<file path="src/rtl/ir_output_writer.sv">
// ir_output_writer
// ----------------
// Output stage behind inverted_residual_block. Takes the block's 16-bit result
// stream, packs pairs of elements into 32-bit words, and holds them in a small
// FIFO. It then writes them to main memory at consecutive word addresses. done
// is raised once the programmed number of elements has been committed.
//
// Optional feature: define IR_OUT_RELU6_EN to clamp every accepted element to
// [0, 6<<FRAC] before packing. The clamp is combinational and adds no latency.
//
// Ports:
//   clk        clock, all logic on the rising edge
//   rst        synchronous, active-high reset (aborts any transfer)
//   start      one-cycle pulse; latches base_addr / n_elems (IDLE or DONE only)
//   base_addr  first memory word address
//   n_elems    number of DW-bit elements to write
//   in_valid   element valid (upstream w_valid)
//   in_data    element (upstream ram_val)
//   mem_req    write request, high while the FIFO holds a word
//   mem_addr   word address of the FIFO head
//   mem_wdata  FIFO head word: element 2k in [DW-1:0], 2k+1 in [2DW-1:DW]
//   mem_gnt    memory accepts the current request this cycle
//   busy       high in RUN and FLUSH
//   done       level, high in DONE
//   ovf        sticky; a completed word was dropped on a full FIFO
//
// Memory handshake: a word transfers on a rising edge where mem_req && mem_gnt.
// While mem_req is high and mem_gnt low, mem_req, mem_addr and mem_wdata hold
// their values. mem_gnt is ignored while mem_req is low.

module ir_output_writer #(
  parameter int DW    = 16,
  parameter int AW    = 16,
  parameter int DEPTH = 8,
  parameter int CW    = 16,
  parameter int FRAC  = 8
) (
  input  logic            clk,
  input  logic            rst,
  input  logic            start,
  input  logic [AW-1:0]   base_addr,
  input  logic [CW-1:0]   n_elems,
  input  logic            in_valid,
  input  logic [DW-1:0]   in_data,
  output logic            mem_req,
  output logic [AW-1:0]   mem_addr,
  output logic [2*DW-1:0] mem_wdata,
  input  logic            mem_gnt,
  output logic            busy,
  output logic            done,
  output logic            ovf
);

  localparam int PW = (DEPTH > 1) ? $clog2(DEPTH) : 1;

  localparam logic [PW-1:0] PTR_ONE  = PW'(1);
  localparam logic [PW:0]   CNT_ONE  = (PW+1)'(1);
  localparam logic [PW:0]   CNT_FULL = (PW+1)'(DEPTH);
  localparam logic [CW-1:0] IDX_ONE  = CW'(1);

`ifdef IR_OUT_RELU6_EN
  localparam bit RELU6_EN = 1'b1;
`else
  localparam bit RELU6_EN = 1'b0;
`endif

  localparam logic [DW-1:0] RELU6_MAX = DW'(6) << FRAC;

  typedef enum logic [1:0] {
    S_IDLE  = 2'd0,
    S_RUN   = 2'd1,
    S_FLUSH = 2'd2,
    S_DONE  = 2'd3
  } state_t;

  state_t state_q, state_d;

  // Transfer context
  logic [AW-1:0] base_q;
  logic [CW-1:0] n_q;
  logic [CW-1:0] idx_q;     // index of the next element to accept
  logic [DW-1:0] lo_q;      // even element waiting for its partner
  logic          ovf_q;

  // Word FIFO: each entry carries its own address, so a dropped word leaves a
  // gap in the address sequence and later words stay aligned to their index.
  logic [2*DW-1:0] fifo_data [DEPTH];
  logic [AW-1:0]   fifo_addr [DEPTH];
  logic [PW-1:0]   wr_ptr, rd_ptr;
  logic [PW:0]     count_q;

  logic            fifo_empty, fifo_full;
  logic            accept, last_elem;
  logic            push, push_ok, pop, drop;
  logic            start_ok;
  logic [DW-1:0]   elem;
  logic [2*DW-1:0] push_word;
  logic [AW-1:0]   push_addr;

  // Element conditioning (optional ReLU6 clamp, purely combinational)
  always_comb begin
    elem = in_data;
    if (RELU6_EN) begin
      if (in_data[DW-1]) begin
        elem = '0;
      end else if (in_data > RELU6_MAX) begin
        elem = RELU6_MAX;
      end
    end
  end

  assign fifo_empty = (count_q == '0);
  assign fifo_full  = (count_q == CNT_FULL);

  assign accept    = (state_q == S_RUN) && in_valid;
  assign last_elem = (idx_q == (n_q - IDX_ONE));
  assign start_ok  = start && ((state_q == S_IDLE) || (state_q == S_DONE));

  // An odd index completes a pair; an even last element goes out alone with
  // the high half zero-filled.
  assign push      = accept && (idx_q[0] || last_elem);
  assign push_word = idx_q[0] ? {elem, lo_q} : {{DW{1'b0}}, elem};
  assign push_addr = base_q + AW'(idx_q >> 1);

  assign pop     = mem_req && mem_gnt;
  // A full FIFO still takes the word when the head retires on the same edge.
  assign push_ok = push && (!fifo_full || pop);
  assign drop    = push && fifo_full && !pop;

  assign mem_req   = !fifo_empty;
  assign mem_addr  = fifo_empty ? '0 : fifo_addr[rd_ptr];
  assign mem_wdata = fifo_empty ? '0 : fifo_data[rd_ptr];

  assign busy = (state_q == S_RUN) || (state_q == S_FLUSH);
  assign done = (state_q == S_DONE);
  assign ovf  = ovf_q;

  // Next-state logic
  always_comb begin
    state_d = state_q;
    case (state_q)
      S_IDLE, S_DONE: begin
        if (start) begin
          state_d = (n_elems == '0) ? S_DONE : S_RUN;
        end
      end
      S_RUN: begin
        if (accept && last_elem) begin
          state_d = S_FLUSH;
        end
      end
      S_FLUSH: begin
        // No pushes happen here, so the grant of the only remaining entry is
        // the grant of the final word.
        if (fifo_empty || (pop && (count_q == CNT_ONE))) begin
          state_d = S_DONE;
        end
      end
      default: state_d = S_IDLE;
    endcase
  end

  // State register and transfer context
  always_ff @(posedge clk) begin
    if (rst) begin
      state_q <= S_IDLE;
      base_q  <= '0;
      n_q     <= '0;
      idx_q   <= '0;
      lo_q    <= '0;
      ovf_q   <= 1'b0;
    end else begin
      state_q <= state_d;
      if (start_ok) begin
        base_q <= base_addr;
        n_q    <= n_elems;
        idx_q  <= '0;
        ovf_q  <= 1'b0;
      end
      if (accept) begin
        idx_q <= idx_q + IDX_ONE;
        if (!idx_q[0]) begin
          lo_q <= elem;
        end
      end
      if (drop) begin
        ovf_q <= 1'b1;
      end
    end
  end

  // FIFO pointers and occupancy
  always_ff @(posedge clk) begin
    if (rst) begin
      wr_ptr  <= '0;
      rd_ptr  <= '0;
      count_q <= '0;
    end else begin
      if (push_ok) begin
        wr_ptr <= wr_ptr + PTR_ONE;
      end
      if (pop) begin
        rd_ptr <= rd_ptr + PTR_ONE;
      end
      case ({push_ok, pop})
        2'b10:   count_q <= count_q + CNT_ONE;
        2'b01:   count_q <= count_q - CNT_ONE;
        default: count_q <= count_q;
      endcase
    end
  end

  // FIFO storage. It is not reset because the outputs are masked while the
  // FIFO is empty.
  always_ff @(posedge clk) begin
    if (push_ok) begin
      fifo_data[wr_ptr] <= push_word;
      fifo_addr[wr_ptr] <= push_addr;
    end
  end

endmodule
</file>
<file path="config.mk">
export PLATFORM = sky130hd
export DESIGN_NAME = ir_output_writer
export DESIGN_NICKNAME = d
export VERILOG_FILES = /design/src/rtl/ir_output_writer.sv
export SDC_FILE = /design/constraint.sdc
export NUM_CORES = 1
export LEC_CHECK = 0
export CORE_ASPECT_RATIO = 1.25
export CORE_MARGIN = 1.5
export CORE_UTILIZATION = 35
export DETAILED_ROUTE_END_ITERATION = 7
export PLACE_DENSITY = 0.6
export SLEW_MARGIN = 20
export SYNTH_ARGS = -nofsm -noshare
export SYNTH_HDL_FRONTEND = slang
export SYNTH_SLANG_ARGS = --single-unit
export TNS_END_PERCENT = 30
</file>
<file path="constraint.sdc">
create_clock -name clk -period 18.7 [get_ports clk]
set_input_delay 3.74 -clock clk [delete_from_list [all_inputs] [get_ports clk]]
set_output_delay 3.74 -clock clk [all_outputs]
set_load 0.1 [all_outputs]
</file>
After elaboration in Yosys (flattened, before gate mapping)
Memory sizes are Yosys's and may differ from the RTL's. A register that Yosys moved wholly into a read port is not among the register bits.
Cells that the tools add are included.
Widths: inputs -> output; s select.
{"block": "op_classes", "n_addsub": 7, "eq_ne": 11, "mux": 19, "bitwise": 1, "n_reduce_logical": 26}
{"operator": "$mux 32", "n": 2}
{"operator": "$mux 16", "n": 3}
{"operator": "$add 16x1->16 const B", "n": 1}
{"operator": "$add 16x15->16", "n": 1}
{"operator": "$eq 16x16->1", "n": 1}
{"operator": "$logic_not 16->1", "n": 1}
{"operator": "$sub 16x1->16 const B", "n": 1}
{"operator": "$mux 3", "n": 4}
{"operator": "$logic_and 1x1->1", "n": 9}
{"operator": "$mux 2", "n": 4}
{"operator": "$pmux 4 s2", "n": 1}
{"operator": "$add 3x1->3 const B", "n": 2}
{"operator": "$eq 2x2->1 const B", "n": 3}
{"operator": "$pmux 2 s3", "n": 1}
{"operator": "$reduce_bool 2->1", "n": 3}
{"operator": "$logic_or 1x1->1", "n": 5}
{"operator": "$add 4x1->4 const B", "n": 1}
{"operator": "$eq 2x1->1 const B", "n": 2}
{"operator": "$eq 4x1->1 const B", "n": 1}
{"operator": "$eq 4x4->1 const B", "n": 1}
{"operator": "$logic_not 4->1", "n": 1}
{"operator": "$mux 1", "n": 4}
{"operator": "$ne 2x1->1 const B", "n": 2}
{"operator": "$sub 4x1->4 const B", "n": 1}
{"operator": "other kinds (7)", "n": 9}
{"block": "totals", "reg_bits": 77, "ram_bits": 384, "out_inout_bits": 52, "mem_count": 2}
{"memory": "fifo_data", "words": 8, "word_bits": 32, "rd": 1, "rd_ports_with_merged_regs": 1, "wr": 1, "line": "87", "source": "logic [2*DW-1:0] fifo_data [DEPTH];"}
{"memory": "fifo_addr", "words": 8, "word_bits": 16, "rd": 1, "rd_ports_with_merged_regs": 1, "wr": 1, "line": "88", "source": "logic [AW-1:0] fifo_addr [DEPTH];"}

Logic depth before layout (Yosys ltp)
{"block": "depth", "depth_word": 7, "ltp_mapped": 11, "depth_no_buf": 11}

Worst setup path after synthesis
OpenSTA, ideal clock, no wires.
{"block": "synth_path", "path_kind": "input to register", "startpoint": "in in_valid", "endpoint": "mem fifo_addr[1][0] (enable)", "setup_time_ns": 0.590, "t_arrival_ns": 10.331, "required_time_ns": 18.110, "setup_slack_ns": 7.779, "stages": 9, "cell_sequence": "and2_1 > clkbuf_1 > nand3_1 > or4_4 > nor3_4 > nand4b_4 > nand2_2 > nand2_1 > nor4b_1"}
{"block": "synth_between", "elab_chain_cells": 5}
{"element": "start: declaration", "line": "43", "source": "input logic in_valid,"}
{"element": "$logic_and 1x1->1", "line": "115", "source": "assign accept = (state_q == S_RUN) && in_valid;"}
{"element": "$logic_and 1x1->1", "line": "121", "source": "assign push = accept && (idx_q[0] || last_elem);"}
{"element": "$logic_and 1x1->1", "line": "127", "source": "assign push_ok = push && (!fifo_full || pop);"}
{"element": "$mux 1", "line": "216", "source": "if (push_ok) begin"}
{"element": "$mux 1 (implied by the code)", "line": "218", "source": "fifo_addr[wr_ptr] <= push_addr;"}
{"element": "end: declaration", "line": "88"}
Every way passes these cells.

==> out/results.tsv <==
metric	value	unit
critical_path_arrival	3970	ps
maxCapViolations	0	
area_growth	17.3	%
setup_viol	0	
antenna_cells	0	
drt_pre_antenna_iters	5	
worstSetupStartpointType	flip-flop	
cts_buffers	48	
yosysUniqueCellTypes	68	
synth.area.top_cells	edfxtp_1 59%, mux4_2 11%, dfxtp_1 8.2%	
syn_area_per_cell	15.6	sq um
gr-total-overflow	0	
core	0.0550	sq mm
reg2reg_depth	9	
ff2ff_setup_slack	14170	ps
synth_area	0.0195	sq mm
post-cts-setup-buffers	0	
clock_sinks	464	
yosysTopAreaCell	edfxtp_1	
dp_hpwl	25600	um
hold_buffers	0	
rows	96	
required	14960	ps
layout_min_cycle_time	7710	ps
synth_xor_area_share	1.57	%
cts_max_level	2	
routed_via_density	5.14	
fmax	0.130	GHz
crit_fanout	48	
r2r-start	n_q[4]$_SDFFE_PP0P_	
antenna_found_initial	0	
synth_top_area_share	59.1	%
nFillCells	5104	
die_y	267	um
cts_resized	0	
hp-class	flip-flop to flip-flop	
synth_seq_cells	464	
yosys.area_share.adder	1.70	%
instances_no_fill	2128	
grt_setup_unrepaired	false	
insertion_delay	590	ps
cts_buffer_depth	3	
wl	44200	um
track_usage	15.7	%
report.final.slew_viol_count	0	
worst_slew_pin_slew	1110	ps
fin_tns_setup	0	ps
multi_input_area	0.00610	sq mm
grt_pass1_wl	68100	um
synth_edf_count	384	
wire_per_inst	20.8	um
ys.flop_type	edfxtp_1	
synth-simple-area-share	8.44	%
min_from	lo_q[12]$_SDFFE_PP0P_	
root_buffer	clkbuf_16	
synth.mux.area_fraction	14.8	%
final_common_cell	edfxtp_1	
p_per_area	141	mW/mm^2
clock_skew	12.4	ps
p_leak	7.27	nW
whs_endpoint	lo_q[12]$_SDFFE_PP0P_	
gp_congestion	0.775	
path_clk_slew	70	ps
grt_max_degree	80	
final_hold_viol_count	0	
antenna_left	0	
drt_iter0_markers	764	
yosysWarnings	0	
final_cell_mix	384 x edfxtp_1, 125 x nand2_1, 103 x clkdlybuf4s50_1	
ys_async_sr_fraction	0	%
r2r_end	fifo_data[5][23]$_DFFE_PP_	
drive_gt1_share	16.8	%
relSlewSlack	26.0	%
vias	10900	
num-nets-final	1438	
synth_top_family_by_area	multiplexers	
initial_utilization	35.5	%
syn_inst	1255	
ys_seq_area_share	67.3	%
tritoncts	yes	
dp.cells	2043	
regArea	0.0131	sq mm
grt_pass1_vias	11500	
drc	0	
post-route-period-util	41.2	%
synth_compound_area_share	4.38	%
ir_drop	0.147	mV
holdPathStages	2	
die_area	0.0572	sq mm
endpoint_kind	primary output	
synth_nets	1334	
ios	105	
die_width	214	um
outcome	finished clean	
numPortBuffers	104	
worstSetupPathType	flip-flop to primary output	
[logic make-up after synthesis]
kind of cell             count (synthesis)
buffers and inverters                   89
XOR/XNOR                                35
adder cells (fa/ha/maj)                 26
multiplexers                           167
AO/OA/AOI/OAI                          138
AND/OR/NAND/NOR                        336
flip-flops                             464
[layer usage]
layer  global-route usage (%)  share of wire [%]  up-vias  wire length, um
met1                     19.8                 43     5597            18900
met4                     4.89                2.0        0              896
li1                         -                  -     5034                -
met5                        0                  0        -                0
met3                     2.29                4.5       56             2010
met2                     27.9                 51      247            22400
[cell type report]
| cell class | instances | share of cell area [%] |
|---|---|---|
| multi-input cells | 702 | 26.7 |
| repair buffers | 125 | 5.30 |
| well taps | 735 | 4.02 |
| flip-flops and latches | 464 | 57.4 |
| inverters | 18 | 0.295 |
| clock buffers | 66 | 5.63 |
| clock inverters | 18 | 0.699 |
[synthesized netlist by cell type, types with 4 or more instances]
library cell / count
buf_2: 4
nand3_1: 16
clkbuf_1: 54
nor3_1: 13
nand2_1: 125
nor2_1: 90
mux2_2: 19
nand3b_1: 5
nor2b_1: 4
inv_1: 18
ha_1: 25
xnor2_1: 22
or2_2: 8
nor4_1: 7
a31oi_1: 7
nand4_1: 8
a21o_1: 4
edfxtp_1: 384
nor3b_1: 4
nand2b_1: 4
a211oi_1: 4
buf_1: 11
a21oi_1: 76
mux4_2: 96
and3_1: 6
xor2_1: 13
mux2i_1: 51
o21ai_0: 13
a311oi_1: 4
dfxtp_1: 80
and2_1: 23
[worst max-delay path by stage]
stage                         start                        end  slack, ps  depth (start not counted)
after floorplan            in_valid  fifo_addr[1][0]$_DFFE_PP_       7780                          9
after global placement    flip-flop              mem_wdata[10]      10830                          5
after detailed placement  flip-flop              mem_wdata[10]      10840                          5
after CTS                 flip-flop              mem_wdata[10]      10200                          5
after global routing      flip-flop              mem_wdata[10]      10750                          5
final                     flip-flop              mem_wdata[10]      10990                          5
[sequential cells by signal, summed over array words and instances, names as in the netlist, named ones only]
name and flops:
base_q 16, count_q 4, fifo_addr 128, fifo_data 256, idx_q 16, lo_q 16, n_q 16, ovf 1
rd_ptr 3, state_q 2, wr_ptr 3
[worst max-delay path, stage by stage, from the launching register on]
cell	delay (ps)
dfxtp_4	580
buf_4	810
mux4_2	600
mux2i_1	330
nor2_1	80
clkdlybuf4s50_1	980
[stage by stage]
stage	worst slack [ps]	util, %	instance area (sq um)	total power, mW	hold WS [ps]
final	10990	41.6	22900	3.24	451
after global routing	10750	41.6	22900	3.37	477
after detailed placement	10840	38.9	21400	2.38	445
after floorplan	7780	-	19500	2.10	433
after global placement	10830	38.9	21400	2.37	438
after CTS	10200	41.6	22900	3.28	454
[power by group]
part / internal [mW] / switching (mW) / total, mW
clock: 0.499 / 0.391 / 0.889
sequential: 1.18 / 0.0433 / 1.22
combinational: 0.309 / 0.819 / 1.13
Note: power is estimated with default switching activity, not from simulation.
